===== config.mk =====
export PLATFORM = sky130hd
export DESIGN_NAME = ysyx_23060020_mc_core_flat
export DESIGN_NICKNAME = d
export VERILOG_FILES = /design/src/rtl/ysyx_23060020_pkg.sv /design/src/rtl/ysyx_23060020_mc_core_if.sv /design/src/rtl/ysyx_23060020_lsu_align.sv /design/src/rtl/ysyx_23060020_rf.sv /design/src/rtl/ysyx_23060020_mc_core.sv /design/src/flat_wrapper.sv
export SDC_FILE = /design/constraint.sdc
export NUM_CORES = 2
export LEC_CHECK = 0
export BUFFER_PORTS_ARGS = -buffer_cell sky130_fd_sc_hd__buf_4
export CELL_PAD_IN_SITES_DETAIL_PLACEMENT = 1
export CELL_PAD_IN_SITES_GLOBAL_PLACEMENT = 1
export CORE_UTILIZATION = 37
export DETAILED_ROUTE_END_ITERATION = 8
export PLACE_DENSITY = 0.59
export SYNTH_ARGS = -nofsm -noshare
export SYNTH_HDL_FRONTEND = slang
export SYNTH_HIERARCHICAL = 1
export SYNTH_SLANG_ARGS = --single-unit

===== constraint.sdc =====
create_clock -name clk -period 9.36 [get_ports clk]
set_input_delay 2.34 -clock clk [delete_from_list [all_inputs] [get_ports clk]]
set_output_delay 2.34 -clock clk [all_outputs]
set_load 0.1 [all_outputs]

===== src/rtl/ysyx_23060020_pkg.sv =====
// ysyx_23060020_pkg
// Shared definitions for the multi-cycle RV32I-subset core:
//   - opcode and funct3 encodings for the supported instructions
//   - sequencing FSM state enum
//   - halt-cause codes reported on the halt_cause output
//   - the EBREAK instruction word
package ysyx_23060020_pkg;

    localparam logic [6:0] OP_LUI    = 7'b0110111;
    localparam logic [6:0] OP_AUIPC  = 7'b0010111;
    localparam logic [6:0] OP_JAL    = 7'b1101111;
    localparam logic [6:0] OP_JALR   = 7'b1100111;
    localparam logic [6:0] OP_BRANCH = 7'b1100011;
    localparam logic [6:0] OP_LOAD   = 7'b0000011;
    localparam logic [6:0] OP_STORE  = 7'b0100011;
    localparam logic [6:0] OP_IMM    = 7'b0010011;
    localparam logic [6:0] OP_REG    = 7'b0110011;
    localparam logic [6:0] OP_SYSTEM = 7'b1110011;

    localparam logic [2:0] F3_BEQ  = 3'b000;
    localparam logic [2:0] F3_BNE  = 3'b001;
    localparam logic [2:0] F3_BLT  = 3'b100;
    localparam logic [2:0] F3_BGE  = 3'b101;
    localparam logic [2:0] F3_BLTU = 3'b110;
    localparam logic [2:0] F3_BGEU = 3'b111;

    localparam logic [2:0] F3_LB   = 3'b000;
    localparam logic [2:0] F3_LH   = 3'b001;
    localparam logic [2:0] F3_LW   = 3'b010;
    localparam logic [2:0] F3_LBU  = 3'b100;
    localparam logic [2:0] F3_LHU  = 3'b101;

    localparam logic [2:0] F3_SB   = 3'b000;
    localparam logic [2:0] F3_SH   = 3'b001;
    localparam logic [2:0] F3_SW   = 3'b010;

    localparam logic [2:0] F3_ADD  = 3'b000;

    localparam logic [31:0] INST_EBREAK = 32'h0010_0073;

    typedef enum logic [2:0] {
        FETCH,
        IWAIT,
        EXEC,
        MREQ,
        MWAIT,
        HALT
    } state_t;

    typedef enum logic [1:0] {
        CAUSE_NONE     = 2'd0,
        CAUSE_EBREAK   = 2'd1,
        CAUSE_ILLEGAL  = 2'd2,
        CAUSE_MISALIGN = 2'd3
    } halt_cause_t;

endpackage


===== src/rtl/ysyx_23060020_mc_core_if.sv =====
// ysyx_23060020_mc_core_if
// Bus bundle between the core and its memories.
//   Fetch channel : if_req_valid/if_req_addr/if_req_ready, if_rsp_valid/if_rsp_inst
//   Load/store    : ls_req_valid/ls_req_wen/ls_req_addr/ls_req_wdata/ls_req_wmask/ls_req_ready,
//                   ls_rsp_valid/ls_rsp_rdata
// Modports: master = core side, slave = memory side.
interface ysyx_23060020_mc_core_if;

    logic        if_req_valid;
    logic [31:0] if_req_addr;
    logic        if_req_ready;
    logic        if_rsp_valid;
    logic [31:0] if_rsp_inst;

    logic        ls_req_valid;
    logic        ls_req_wen;
    logic [31:0] ls_req_addr;
    logic [31:0] ls_req_wdata;
    logic [3:0]  ls_req_wmask;
    logic        ls_req_ready;
    logic        ls_rsp_valid;
    logic [31:0] ls_rsp_rdata;

    modport master (
        output if_req_valid, if_req_addr,
        input  if_req_ready, if_rsp_valid, if_rsp_inst,
        output ls_req_valid, ls_req_wen, ls_req_addr, ls_req_wdata, ls_req_wmask,
        input  ls_req_ready, ls_rsp_valid, ls_rsp_rdata
    );

    modport slave (
        input  if_req_valid, if_req_addr,
        output if_req_ready, if_rsp_valid, if_rsp_inst,
        input  ls_req_valid, ls_req_wen, ls_req_addr, ls_req_wdata, ls_req_wmask,
        output ls_req_ready, ls_rsp_valid, ls_rsp_rdata
    );

endinterface


===== src/rtl/ysyx_23060020_lsu_align.sv =====
// ysyx_23060020_lsu_align
// Combinational lane handling for byte/half/word accesses.
//   funct3     in  load/store width (and sign for loads)
//   addr_lo    in  low two bits of the byte address
//   wen        in  1 = store; strobes are forced to zero for loads
//   store_data in  raw rs2 value
//   rdata      in  aligned 32-bit word returned by memory
//   wmask      out byte strobes
//   wdata      out store data replicated across all lanes
//   load_data  out extracted and sign/zero-extended load result
module ysyx_23060020_lsu_align
    import ysyx_23060020_pkg::*;
(
    input  logic [2:0]  funct3,
    input  logic [1:0]  addr_lo,
    input  logic        wen,
    input  logic [31:0] store_data,
    input  logic [31:0] rdata,
    output logic [3:0]  wmask,
    output logic [31:0] wdata,
    output logic [31:0] load_data
);

    logic [7:0]  byte_lane;
    logic [15:0] half_lane;

    // Store side: replicate the datum into every lane so memory only
    // needs the strobes to pick the right bytes.
    always_comb begin
        wmask = 4'b0000;
        wdata = store_data;
        case (funct3[1:0])
            2'b00: begin
                wdata = {4{store_data[7:0]}};
                wmask = 4'b0001 << addr_lo;
            end
            2'b01: begin
                wdata = {2{store_data[15:0]}};
                wmask = addr_lo[1] ? 4'b1100 : 4'b0011;
            end
            default: wmask = 4'b1111;
        endcase
        if (!wen) begin
            wmask = 4'b0000;
        end
    end

    // Load side: select the addressed lane and extend to 32 bits.
    always_comb begin
        case (addr_lo)
            2'd1:    byte_lane = rdata[15:8];
            2'd2:    byte_lane = rdata[23:16];
            2'd3:    byte_lane = rdata[31:24];
            default: byte_lane = rdata[7:0];
        endcase
        half_lane = addr_lo[1] ? rdata[31:16] : rdata[15:0];
        case (funct3)
            F3_LB:   load_data = {{24{byte_lane[7]}}, byte_lane};
            F3_LBU:  load_data = {24'd0, byte_lane};
            F3_LH:   load_data = {{16{half_lane[15]}}, half_lane};
            F3_LHU:  load_data = {16'd0, half_lane};
            default: load_data = rdata;
        endcase
    end

endmodule


===== src/rtl/ysyx_23060020_rf.sv =====
// ysyx_23060020_rf
// General-purpose register file, two async read ports, one sync write port.
//   NR_REGS   32 (RV32I) or 16 (RV32E); anything else stops elaboration
//   raddr1/2  in  read indices, rdata1/2 out (x0 always reads zero)
//   we/waddr/wdata in  write port, writes to x0 are discarded
// Registers are deliberately not reset.
module ysyx_23060020_rf #(
    parameter int NR_REGS = 32
) (
    input  logic        clk,
    input  logic [4:0]  raddr1,
    input  logic [4:0]  raddr2,
    output logic [31:0] rdata1,
    output logic [31:0] rdata2,
    input  logic        we,
    input  logic [4:0]  waddr,
    input  logic [31:0] wdata
);

    localparam int AW = $clog2(NR_REGS);

    generate
        if (NR_REGS != 32 && NR_REGS != 16) begin : g_bad_nr_regs
            $error("ysyx_23060020_rf: NR_REGS must be 16 or 32");
        end
    endgenerate

    logic [31:0] regs [NR_REGS];

    // Write port; the decoder rejects out-of-range indices for RV32E, so
    // only the low AW bits are needed here.
    always_ff @(posedge clk) begin
        if (we && waddr != 5'd0) begin
            regs[waddr[AW-1:0]] <= wdata;
        end
    end

    assign rdata1 = (raddr1 == 5'd0) ? 32'd0 : regs[raddr1[AW-1:0]];
    assign rdata2 = (raddr2 == 5'd0) ? 32'd0 : regs[raddr2[AW-1:0]];

endmodule


===== src/rtl/ysyx_23060020_mc_core.sv =====
// ysyx_23060020_mc_core
// Multi-cycle RV32I-subset core with valid/ready fetch and load/store channels.
// Ports:
//   clk, rst   clock and synchronous active-high reset
//   bus        ysyx_23060020_mc_core_if.master (fetch + load/store channels)
//   pc         current PC
//   halt       sticky stop indication
//   halt_cause 0 none, 1 ebreak, 2 illegal, 3 misaligned
// Optional: define YSYX_23060020_COMMIT_EN to add commit_valid/commit_pc/
// commit_inst/commit_rd/commit_wdata retirement outputs.
module ysyx_23060020_mc_core
    import ysyx_23060020_pkg::*;
#(
    parameter logic [31:0] RESET_PC = 32'h8000_0000,
    parameter int          NR_REGS  = 32
) (
    input  logic        clk,
    input  logic        rst,
    ysyx_23060020_mc_core_if.master bus,
    output logic [31:0] pc,
    output logic        halt,
    output logic [1:0]  halt_cause
`ifdef YSYX_23060020_COMMIT_EN
    ,
    output logic        commit_valid,
    output logic [31:0] commit_pc,
    output logic [31:0] commit_inst,
    output logic [4:0]  commit_rd,
    output logic [31:0] commit_wdata
`endif
);

    state_t      state_q, state_d;
    logic [31:0] pc_q, pc_d;
    halt_cause_t cause_q, cause_d;
    logic [31:0] inst_q;
    logic [31:0] ls_addr_q;
    logic [31:0] ls_data_q;

    logic [6:0]  opcode;
    logic [4:0]  rd, rs1, rs2;
    logic [2:0]  f3;
    logic [6:0]  f7;
    logic [31:0] imm_i, imm_s, imm_b, imm_u, imm_j;
    logic [31:0] rs1_val, rs2_val;

    logic        legal, is_ebreak, is_load, is_store;
    logic        uses_rd, uses_rs1, uses_rs2, reg_oob, illegal;
    logic        taken;
    logic [31:0] target, wb_data, mem_addr;
    logic        mem_misalign, jump_misalign;

    logic        rf_we;
    logic [31:0] rf_wdata;
    logic [3:0]  align_wmask;
    logic [31:0] align_wdata, align_load;

    assign opcode = inst_q[6:0];
    assign rd     = inst_q[11:7];
    assign f3     = inst_q[14:12];
    assign rs1    = inst_q[19:15];
    assign rs2    = inst_q[24:20];
    assign f7     = inst_q[31:25];

    assign imm_i = {{20{inst_q[31]}}, inst_q[31:20]};
    assign imm_s = {{20{inst_q[31]}}, inst_q[31:25], inst_q[11:7]};
    assign imm_b = {{19{inst_q[31]}}, inst_q[31], inst_q[7], inst_q[30:25], inst_q[11:8], 1'b0};
    assign imm_u = {inst_q[31:12], 12'd0};
    assign imm_j = {{11{inst_q[31]}}, inst_q[31], inst_q[19:12], inst_q[20], inst_q[30:21], 1'b0};

    ysyx_23060020_rf #(
        .NR_REGS(NR_REGS)
    ) u_rf (
        .clk   (clk),
        .raddr1(rs1),
        .raddr2(rs2),
        .rdata1(rs1_val),
        .rdata2(rs2_val),
        .we    (rf_we),
        .waddr (rd),
        .wdata (rf_wdata)
    );

    ysyx_23060020_lsu_align u_align (
        .funct3    (f3),
        .addr_lo   (ls_addr_q[1:0]),
        .wen       (is_store),
        .store_data(ls_data_q),
        .rdata     (bus.ls_rsp_rdata),
        .wmask     (align_wmask),
        .wdata     (align_wdata),
        .load_data (align_load)
    );

    // Decode and execute. inst_q and the register file stay constant from
    // EXEC until the instruction retires, so these results remain valid
    // through MREQ/MWAIT as well.
    always_comb begin
        legal     = 1'b0;
        is_ebreak = 1'b0;
        is_load   = 1'b0;
        is_store  = 1'b0;
        uses_rd   = 1'b0;
        uses_rs1  = 1'b0;
        uses_rs2  = 1'b0;
        taken     = 1'b0;
        target    = pc_q + imm_b;
        wb_data   = 32'd0;
        case (opcode)
            OP_LUI: begin
                legal = 1'b1; uses_rd = 1'b1;
                wb_data = imm_u;
            end
            OP_AUIPC: begin
                legal = 1'b1; uses_rd = 1'b1;
                wb_data = pc_q + imm_u;
            end
            OP_JAL: begin
                legal = 1'b1; uses_rd = 1'b1; taken = 1'b1;
                wb_data = pc_q + 32'd4;
                target  = pc_q + imm_j;
            end
            OP_JALR: begin
                legal = (f3 == 3'b000); uses_rd = 1'b1; uses_rs1 = 1'b1; taken = 1'b1;
                wb_data = pc_q + 32'd4;
                target  = (rs1_val + imm_i) & ~32'd1;
            end
            OP_BRANCH: begin
                uses_rs1 = 1'b1; uses_rs2 = 1'b1; legal = 1'b1;
                case (f3)
                    F3_BEQ:  taken = (rs1_val == rs2_val);
                    F3_BNE:  taken = (rs1_val != rs2_val);
                    F3_BLT:  taken = ($signed(rs1_val) <  $signed(rs2_val));
                    F3_BGE:  taken = ($signed(rs1_val) >= $signed(rs2_val));
                    F3_BLTU: taken = (rs1_val <  rs2_val);
                    F3_BGEU: taken = (rs1_val >= rs2_val);
                    default: legal = 1'b0;
                endcase
            end
            OP_LOAD: begin
                is_load = 1'b1; uses_rd = 1'b1; uses_rs1 = 1'b1;
                legal = (f3 == F3_LB) || (f3 == F3_LH) || (f3 == F3_LW) ||
                        (f3 == F3_LBU) || (f3 == F3_LHU);
            end
            OP_STORE: begin
                is_store = 1'b1; uses_rs1 = 1'b1; uses_rs2 = 1'b1;
                legal = (f3 == F3_SB) || (f3 == F3_SH) || (f3 == F3_SW);
            end
            OP_IMM: begin
                legal = (f3 == F3_ADD); uses_rd = 1'b1; uses_rs1 = 1'b1;
                wb_data = rs1_val + imm_i;
            end
            OP_REG: begin
                legal = (f3 == F3_ADD) && (f7 == 7'd0);
                uses_rd = 1'b1; uses_rs1 = 1'b1; uses_rs2 = 1'b1;
                wb_data = rs1_val + rs2_val;
            end
            OP_SYSTEM: begin
                is_ebreak = (inst_q == INST_EBREAK);
                legal     = is_ebreak;
            end
            default: legal = 1'b0;
        endcase
    end

    // RV32E has no x16..x31; touching one is treated as an illegal instruction.
    assign reg_oob = (NR_REGS == 16) &&
                     ((uses_rd && rd[4]) || (uses_rs1 && rs1[4]) || (uses_rs2 && rs2[4]));
    assign illegal = !legal || reg_oob;

    assign mem_addr      = rs1_val + (is_store ? imm_s : imm_i);
    assign mem_misalign  = (is_load || is_store) &&
                           (((f3[1:0] == 2'b01) && mem_addr[0]) ||
                            ((f3[1:0] == 2'b10) && (mem_addr[1:0] != 2'b00)));
    assign jump_misalign = taken && (target[1:0] != 2'b00);

    // Sequencing FSM: next state, PC, halt cause and register writeback.
    // Halting instructions leave PC and rd untouched.
    always_comb begin
        state_d  = state_q;
        pc_d     = pc_q;
        cause_d  = cause_q;
        rf_we    = 1'b0;
        rf_wdata = wb_data;
        case (state_q)
            FETCH: if (bus.if_req_ready) state_d = IWAIT;
            IWAIT: if (bus.if_rsp_valid) state_d = EXEC;
            EXEC: begin
                if (illegal) begin
                    state_d = HALT;
                    cause_d = CAUSE_ILLEGAL;
                end else if (is_ebreak) begin
                    state_d = HALT;
                    cause_d = CAUSE_EBREAK;
                end else if (mem_misalign || jump_misalign) begin
                    state_d = HALT;
                    cause_d = CAUSE_MISALIGN;
                end else if (is_load || is_store) begin
                    state_d = MREQ;
                end else begin
                    rf_we   = uses_rd;
                    pc_d    = taken ? target : pc_q + 32'd4;
                    state_d = FETCH;
                end
            end
            MREQ: if (bus.ls_req_ready) state_d = MWAIT;
            MWAIT: begin
                if (bus.ls_rsp_valid) begin
                    rf_we    = is_load;
                    rf_wdata = align_load;
                    pc_d     = pc_q + 32'd4;
                    state_d  = FETCH;
                end
            end
            HALT:    state_d = HALT;
            default: state_d = FETCH;
        endcase
    end

    // State register with synchronous reset; any outstanding request is
    // dropped by returning to FETCH.
    always_ff @(posedge clk) begin
        if (rst) begin
            state_q <= FETCH;
            pc_q    <= RESET_PC;
            cause_q <= CAUSE_NONE;
        end else begin
            state_q <= state_d;
            pc_q    <= pc_d;
            cause_q <= cause_d;
        end
    end

    // Datapath capture: instruction word on fetch response, and the memory
    // address/store data at EXEC so the request stays stable while stalled.
    always_ff @(posedge clk) begin
        if (state_q == IWAIT && bus.if_rsp_valid) begin
            inst_q <= bus.if_rsp_inst;
        end
        if (state_q == EXEC) begin
            ls_addr_q <= mem_addr;
            ls_data_q <= rs2_val;
        end
    end

    assign bus.if_req_valid = (state_q == FETCH) && !rst;
    assign bus.if_req_addr  = pc_q;
    assign bus.ls_req_valid = (state_q == MREQ) && !rst;
    assign bus.ls_req_wen   = is_store;
    assign bus.ls_req_addr  = ls_addr_q;
    assign bus.ls_req_wdata = align_wdata;
    assign bus.ls_req_wmask = align_wmask;

    assign pc         = pc_q;
    assign halt       = (state_q == HALT);
    assign halt_cause = cause_q;

`ifdef YSYX_23060020_COMMIT_EN
    assign commit_valid = !rst && (((state_q == EXEC) && (state_d == FETCH)) ||
                                   ((state_q == MWAIT) && bus.ls_rsp_valid));
    assign commit_pc    = pc_q;
    assign commit_inst  = inst_q;
    assign commit_rd    = rf_we ? rd : 5'd0;
    assign commit_wdata = rf_we ? rf_wdata : 32'd0;
`endif

endmodule

===== src/flat_wrapper.sv =====
// flat-port wrapper written by rule: the top's interface ports become plain ports
module ysyx_23060020_mc_core_flat import ysyx_23060020_pkg::*;
#(
    parameter logic [31:0] RESET_PC = 32'h8000_0000,
    parameter int          NR_REGS  = 32
)
  (clk, rst, pc, halt, halt_cause, bus_if_req_valid, bus_if_req_addr, bus_if_req_ready, bus_if_rsp_valid, bus_if_rsp_inst, bus_ls_req_valid, bus_ls_req_wen, bus_ls_req_addr, bus_ls_req_wdata, bus_ls_req_wmask, bus_ls_req_ready, bus_ls_rsp_valid, bus_ls_rsp_rdata);
  ysyx_23060020_mc_core_if bus_i ();
  input  logic clk;
  input  logic rst;
  output logic [31:0] pc;
  output logic halt;
  output logic [1:0] halt_cause;
  output wire logic [$bits(bus_i.if_req_valid)-1:0] bus_if_req_valid;
  output wire logic [$bits(bus_i.if_req_addr)-1:0] bus_if_req_addr;
  input wire logic [$bits(bus_i.if_req_ready)-1:0] bus_if_req_ready;
  input wire logic [$bits(bus_i.if_rsp_valid)-1:0] bus_if_rsp_valid;
  input wire logic [$bits(bus_i.if_rsp_inst)-1:0] bus_if_rsp_inst;
  output wire logic [$bits(bus_i.ls_req_valid)-1:0] bus_ls_req_valid;
  output wire logic [$bits(bus_i.ls_req_wen)-1:0] bus_ls_req_wen;
  output wire logic [$bits(bus_i.ls_req_addr)-1:0] bus_ls_req_addr;
  output wire logic [$bits(bus_i.ls_req_wdata)-1:0] bus_ls_req_wdata;
  output wire logic [$bits(bus_i.ls_req_wmask)-1:0] bus_ls_req_wmask;
  input wire logic [$bits(bus_i.ls_req_ready)-1:0] bus_ls_req_ready;
  input wire logic [$bits(bus_i.ls_rsp_valid)-1:0] bus_ls_rsp_valid;
  input wire logic [$bits(bus_i.ls_rsp_rdata)-1:0] bus_ls_rsp_rdata;
  assign bus_if_req_valid = bus_i.if_req_valid;
  assign bus_if_req_addr = bus_i.if_req_addr;
  assign bus_i.if_req_ready = bus_if_req_ready;
  assign bus_i.if_rsp_valid = bus_if_rsp_valid;
  assign bus_i.if_rsp_inst = bus_if_rsp_inst;
  assign bus_ls_req_valid = bus_i.ls_req_valid;
  assign bus_ls_req_wen = bus_i.ls_req_wen;
  assign bus_ls_req_addr = bus_i.ls_req_addr;
  assign bus_ls_req_wdata = bus_i.ls_req_wdata;
  assign bus_ls_req_wmask = bus_i.ls_req_wmask;
  assign bus_i.ls_req_ready = bus_ls_req_ready;
  assign bus_i.ls_rsp_valid = bus_ls_rsp_valid;
  assign bus_i.ls_rsp_rdata = bus_ls_rsp_rdata;
  ysyx_23060020_mc_core #(.RESET_PC(RESET_PC), .NR_REGS(NR_REGS)) u_core (.clk(clk), .rst(rst), .bus(bus_i), .pc(pc), .halt(halt), .halt_cause(halt_cause));
endmodule

======== Word level (Yosys, flattened, before mapping) ========
Memories as Yosys holds them, arrays and structs flattened. A register that Yosys moved wholly into a read port is not among the register bits.
Index checks and enable logic that the tools add are counted.
W data, S select, Z words.
operators by class
  add/subtract/negate cells ............... 7
  $lt $le $gt $ge ......................... 4
  eq/ne operators ......................... 38
  shift-type cells ........................ 1
  mux-type cells .......................... 51
  reduce and logical (&&, ||, !) cells .... 35
operators with widths
  operator                 number
  $mux W32                 10
  $add A32 B32 Y32         6
  $pmux W32 S2             3
  $pmux W32 S5             1
  $pmux W32 S4             1
  $ge A32 B32 Y1           2
  $lt A32 B32 Y1           2
  $add A32 B3 Y32 const B  1
  $eq A32 B21 Y1 const B   1
  $eq A32 B32 Y1           1
  $ne A32 B32 Y1           1
  $eq A7 B7 Y1 const B     4
  $pmux W8 S3              1
  $eq A7 B6 Y1 const B     3
  $mux W3                  7
  $eq A3 B3 Y1 const B     6
  $pmux W3 S6              1
  $mux W16                 1
  $mux W5                  3
  $eq A7 B5 Y1 const B     2
  $ne A2 B2 Y1 const B     7
  $mux W1                  12
  $logic_not A5 Y1         2
  $eq A3 B2 Y1 const B     3
  28 further kinds         55
word-level totals
  flip-flop bits (word level) ............. 133
  memory bits (writable) .................. 1,024
  memories ................................ 1
memory list
  name              depth  bits a word  read ports  clocked after Yosys merged registers in  wr ports  RTL line                text
  u_core.u_rf.regs  32     32           2           2                                        1         ysyx_23060020_rf.sv:28  logic [31:0] regs [NR_REGS];

======== Depth between registers and ports, before layout ========
  depth after elaboration ................. 16
  gate-level depth with buffers ........... 24

======== By module ========
Netlist, hierarchy kept.
by module, submodules not included
  module                   times used  cells each  area each (um2)  sequential area each (um2)
  ysyx_23060020_rf         1           2,564       47,927.2         30,749.5
  ysyx_23060020_mc_core    1           1,851       15,035.7         3,623.5
  ysyx_23060020_lsu_align  1           178         1,276.2          0.0

======== Least setup slack after synthesis ========
OpenSTA, ideal clock, no wires.
  kind .................................... reg-to-reg
  start point ............................. reg u_core.inst_q[3]
  end point ............................... mem u_core.u_rf.regs[28][0] (enable)
  data arrival time ....................... 8.779 ns
  data required time ...................... 8.939 ns
  slack ................................... 0.160 ns
  cell stages (with the launch flop) ...... 17
  buffers on the path ..................... 2
  period minus slack after synthesis ...... 9.200 ns
  path through ............................ edfxtp_1 or3_1 buf_2 nor4_1 mux2_2 ha_1 inv_1 fa_1 inv_1 nor2_1 o22ai_1 a211oi_1 o311a_1 a32o_1 or3b_2 clkbuf_1 nor2_1
between the ends
  word-level cells in the longest chain between the ends .. 16
  elaborated cells between the ends (all ways) .. 42
ends and longest elaborated chain
  item                           RTL line                      text
  from (decl)                    ysyx_23060020_mc_core.sv:36   logic [31:0] inst_q;
  from (signal assigned)         ysyx_23060020_mc_core.sv:238  inst_q <= bus.if_rsp_inst;
  $eq A7 B6 Y1                   ysyx_23060020_mc_core.sv:109  case (opcode)
  $mux W1                        ysyx_23060020_mc_core.sv:109
  net bus_ls_req_wen             flat_wrapper.sv:20            output wire logic [$bits(bus_i.ls_req_wen)-1:0] bus_ls_req_wen;
  $mux W5                        ysyx_23060020_mc_core.sv:171  assign mem_addr = rs1_val + (is_store ? imm_s : imm_i);
  $add A32 B32 Y32               ysyx_23060020_mc_core.sv:171
  net u_core.mem_addr[1]         ysyx_23060020_mc_core.sv:50   logic [31:0] target, wb_data, mem_addr;
  $reduce_bool A2 Y1             ysyx_23060020_mc_core.sv:174  ((f3[1:0] == 2'b10) && (mem_addr[1:0] != 2'b00)));
  $logic_and A1 B1 Y1            ysyx_23060020_mc_core.sv:174
  [3 not listed]                 n/a
  $mux W1                        ysyx_23060020_mc_core.sv:195  end else if (mem_misalign || jump_misalign) begin
  $mux W1                        ysyx_23060020_mc_core.sv:192  end else if (is_ebreak) begin
  $mux W1                        ysyx_23060020_mc_core.sv:189  if (illegal) begin
  $pmux W1 S2                    ysyx_23060020_mc_core.sv:185  case (state_q)
  net u_core.rf_we               ysyx_23060020_mc_core.sv:53   logic rf_we;
  $logic_and A1 B1 Y1            ysyx_23060020_rf.sv:33        if (we && waddr != 5'd0) begin
  $mux W1                        ysyx_23060020_rf.sv:33
  $mux W1 (not written as such)  ysyx_23060020_rf.sv:34        regs[waddr[AW-1:0]] <= wdata;
  to (decl)                      ysyx_23060020_rf.sv:28
The timed path passes the listed nets, and every way through them passes these cells.

======== Worst setup path in the final report ========
  start point ............................. reg u_core.inst_q[21]
  end point ............................... mem u_core.u_rf.regs[30][20] (enable)
between the ends
  word-level cells in the longest chain between the ends .. 14
  elaborated cells between the ends (all ways) .. 32
ends and longest elaborated chain
  item                                          RTL line                      text
  $logic_not A5 Y1 (*)                          ysyx_23060020_rf.sv:39        assign rdata2 = (raddr2 == 5'd0) ? 32'd0 : regs[raddr2[AW-1:0]];
  $mux W32 (*)                                  ysyx_23060020_rf.sv:39
  net u_core.rs2_val[27]                        ysyx_23060020_mc_core.sv:45   logic [31:0] rs1_val, rs2_val;
  $ge A32 B32 Y1, or another cell as far along  ysyx_23060020_mc_core.sv:136  F3_BGEU: taken = (rs1_val >= rs2_val);
  $pmux W1 S6 (*)                               ysyx_23060020_mc_core.sv:130  case (f3)
  $pmux W1 S2 (*)                               ysyx_23060020_mc_core.sv:109
  $logic_and A1 B1 Y1 (*)                       ysyx_23060020_mc_core.sv:175  assign jump_misalign = taken && (target[1:0] != 2'b00);
  $logic_or A1 B1 Y1 (*)                        ysyx_23060020_mc_core.sv:195
  $mux W1 (*)                                   ysyx_23060020_mc_core.sv:195
  $mux W1 (*)                                   ysyx_23060020_mc_core.sv:192
  $mux W1 (*)                                   ysyx_23060020_mc_core.sv:189
  $pmux W1 S2 (*)                               ysyx_23060020_mc_core.sv:185
  net u_core.rf_we                              ysyx_23060020_mc_core.sv:53
  $logic_and A1 B1 Y1 (*)                       ysyx_23060020_rf.sv:33
  $mux W1 (*)                                   ysyx_23060020_rf.sv:33
  $mux W1 (not written as such) (*)             ysyx_23060020_rf.sv:34
The timed path passes the listed nets; every way through them passes the cells marked *.

==> flow_summary.toml <==
[detailed_routing]
vias_per_cell = 6.32
drt_iter0_drc = 5067
drtPass1Iterations = 5
routedWlPerCell_um = 36.0
drc_errors = 0
dr_total_vias = 45800
routed_wl_um = 261000
antenna_left = 0

[synth]
yosys.area.top_type_share_pct = 52.4
yosysMostFrequentCell = "edfxtp_1"
yosys_warnings = 6
synth_enable_flop_cells = 1120
synth.area.top_cells = "edfxtp_1, mux4_2, mux2i_1"
synth_compound_area_share_pct = 11.4
syn-cell-area_um2 = 64200
synth.distinct_cells = 105
synthTopCellsByCount = "edfxtp_1, mux2i_1, mux4_2"
synth-adder-area-share_pct = 3.06
ys_ff_latch = 1157
synthSimpleGateAreaFrac_pct = 6.30
ys_seq_area_share_pct = 53.5
synthArstFlopShare_pct = 0
synth_xor_xnor_area_share_pct = 1.95
synthFlopType = "edfxtp_1"
synthMuxAreaShare_pct = 20.1
postSynthAreaPerCell_um2 = 14.0
synth_top_family_by_area = "multiplexers"
yosysTopAreaCell = "edfxtp_1"
synth_cells = 4593

[worst_setup_path]
critical_path_arrival_ns = 8.36
r2r-start = "u_core/inst_q[21]$_DFFE_PP_"
cp_max_fo = 24
critPathRequiredTime_ns = 9.78
critPathLaunch = "u_core/inst_q[21]$_DFFE_PP_"
reg2regPathDepth = 22
worst_setup_path_end_kind = "flip-flop"
critPathLaunchType = "flip-flop"
critPathKind = "reg2reg"

[power]
p_sw_share_pct = 30.9
switchingPower_w = 0.00443
ir_drop_v = 0.000131
power_frac_comb_pct = 22.0
power_frac_seq_pct = 40.6
p_per_area_nw_per_um2 = 194
pwr-share-clk_pct = 37.4
intPower_w = 0.00989
power.leakage_nw = 25.8

[layout]
syn_to_final_growth_pct = 14.9
multi_input_area_um2 = 28200
final_nets = 5055
regArea_um2 = 34400
post-route-util_pct = 42.9
drive_gt1_share_pct = 24.0
n_fill_cell = 17400

[worst_hold_path]
hold_path.class = "reg2reg"
hold_start = "u_core/halt_cause[0]$_SDFFE_PP0P_"
hold_depth = 2

[placement]
dp_hpwl_um = 177000
io_buffers = 207
gp_congestion = 0.917

[sta]
fmax_mhz = 126
finalSetupViolCount = 0
finalClockSkew_ns = 0.0370
min_period_over_period_pct = 84.9
fin_tns_setup_ns = 0
slew_headroom_pct = 17.0
drv_slew = 0
timing_hold_violations_final = 0
rsz0062_at_grt = "false"
fin_crit_ns = 7.94
tightestPinTransition_ns = 1.24

[job]
drv_cap = 0

[clock_network]
h-tree-depth = 4
path_clk_slew_ns = 0.06
clock_sinks = 1157
postCtsSetupRepairBufs = 0
cts-buffers-inserted = 136
cts_tree = "built"
clockBufferDepth = 3
insertion_delay_ns = 0.82
hold_buffers = 0
clock-root-buffer = "clkbuf_16"
post_cts_resized = 0

[global_route]
grt_pass1_wl_um = 362000
gr-total-overflow = 0
gr-usage-all-layers_pct = 29.3
grt_max_degree = 103
grt_pass1_vias = 46600
antenna_found_initial = 6

[status]
run_status = "complete, no violations"

[die]
io-pin-count = 208
row_count = 152
die_x_um = 419
die_area_um2 = 175000
core_area_um2 = 172000
initial_utilization_pct = 37.4
dieHeight_um = 419
-- metal layers --
| metal | vias to the layer above | part of all wire (%) | track usage (%) |
|---|---|---|---|
| met3 | 456 | 7.2 | 5.01 |
| li1 | 19000 | - | - |
| met2 | 2094 | 48 | 48.1 |
| met1 | 24300 | 39 | 36.8 |
| met4 | 2 | 6.0 | 16.2 |
| met5 | - | 0.0042 | 0 |
-- power groups by stage --
stage          logic, W  clock network (W)  registers [W]
3_3_place_gp    0.00309                  0        0.00592
3_5_place_dp    0.00310                  0        0.00592
2_1_floorplan   0.00183                  0        0.00597
6_report        0.00315            0.00536        0.00581
5_1_grt         0.00328            0.00560        0.00581
4_1_cts         0.00312            0.00543        0.00581
-- path summary, 6_finish.rpt --
kind	slack [ns]	to
setup / recovery	1.42	u_core/u_rf/regs[30][20]$_DFFE_PP_
hold / removal	0.52	u_core/halt_cause[0]$_SDFFE_PP0P_
setup reg to reg	1.42	u_core/u_rf/regs[30][20]$_DFFE_PP_
hold reg to reg	0.52	u_core/halt_cause[0]$_SDFFE_PP0P_
-- sequential cells by signal (all words and copies together), names as in the netlist --
name,cells
u_core/u_rf/regs,1024
u_core/bus.if_req_addr,32
u_core/bus.ls_req_addr,32
u_core/inst_q,32
u_core/ls_data_q,32
u_core/state_q,3
u_core/halt_cause,2
-- layout make-up --
type	instances	share of cell area (%)
clock buffer	165	4.81
sequential	1157	46.6
inverter	116	0.593
clock inverter	79	1.18
timing repair buffer	430	4.75
tap	2310	3.91
multi-input combinational	2990	38.2
antenna	5	0.0169
-- cell families (layout without fill, tap and decap cells) --
logic type	Yosys count	in the layout
AO/OA/AOI/OAI	1028	1028
AND/OR/NAND/NOR	822	822
adder cells (fa/ha/maj)	154	154
flip-flops	1157	1157
multiplexers	812	812
buffers and inverters	477	790
XOR/XNOR	142	142
other	1	37
-- per-stage QoR --
| step | area (um2) | setup WS (ns) | std cells | hold WS [ns] | power (W) |
|---|---|---|---|---|---|
| final | 73800 | 1.42 | 7252 | 0.519 | 0.0143 |
| after global routing | 73800 | 1.29 | 7248 | 0.560 | 0.0147 |
| after CTS | 73800 | 1.59 | 7247 | 0.522 | 0.0144 |
| after detailed placement | 69400 | 1.61 | 7003 | 0.514 | 0.00902 |
| after global placement | 69400 | 1.84 | 7003 | 0.505 | 0.00900 |
| after floorplan | 64400 | 0.160 | 4624 | 0.497 | 0.00780 |
-- critical path, cell delays in order, from the launching register on --
cell and delay, ns:
edfxtp_1 0.38, buf_4 0.25, buf_4 0.47, nand3b_1 0.81, buf_4 0.52, o221ai_1 0.21
a21oi_1 0.07, a211oi_1 0.51, inv_1 0.13, ha_1 0.43, nand3_1 0.18, nor3_4 0.32
a221oi_2 0.14, a2111oi_4 0.29, nor2_2 0.10, xnor2_2 0.23, mux2_4 0.24, o311a_1 0.19
a32o_1 0.32, nand3b_1 0.28, buf_4 0.29, nor2_4 0.54, buf_4 0.59
-- cells in the final DEF (no fill, tap or decap), drive strengths merged, types with 14 or more instances in the layout --
cell / Yosys / final
mux2i: 355 / 355
nor2b: 82 / 82
o22ai: 26 / 26
xor2: 50 / 50
edfxtp: 1120 / 1120
and2: 15 / 15
a22oi: 72 / 72
nor3: 55 / 55
o211ai: 18 / 18
conb: 1 / 32
bufinv: 0 / 14
a21o: 27 / 27
clkinv: 1 / 57
a311oi: 35 / 35
and3: 15 / 15
a31oi: 28 / 28
nand2b: 26 / 26
o32ai: 15 / 15
o31ai: 14 / 14
nand2: 213 / 213
o21bai: 34 / 34
clkbuf: 167 / 165
a211oi: 93 / 93
a221oi: 83 / 83
inv: 115 / 121
o21a: 21 / 21
nand4: 63 / 63
buf: 194 / 430
ha: 149 / 149
mux4: 352 / 352
or3: 22 / 22
xnor2: 92 / 92
nor2: 228 / 228
o21ai: 170 / 170
mux2: 105 / 105
dfxtp: 37 / 37
a21oi: 224 / 224
nand3: 44 / 44
o221ai: 87 / 87
(Power assumes the default switching activity.)
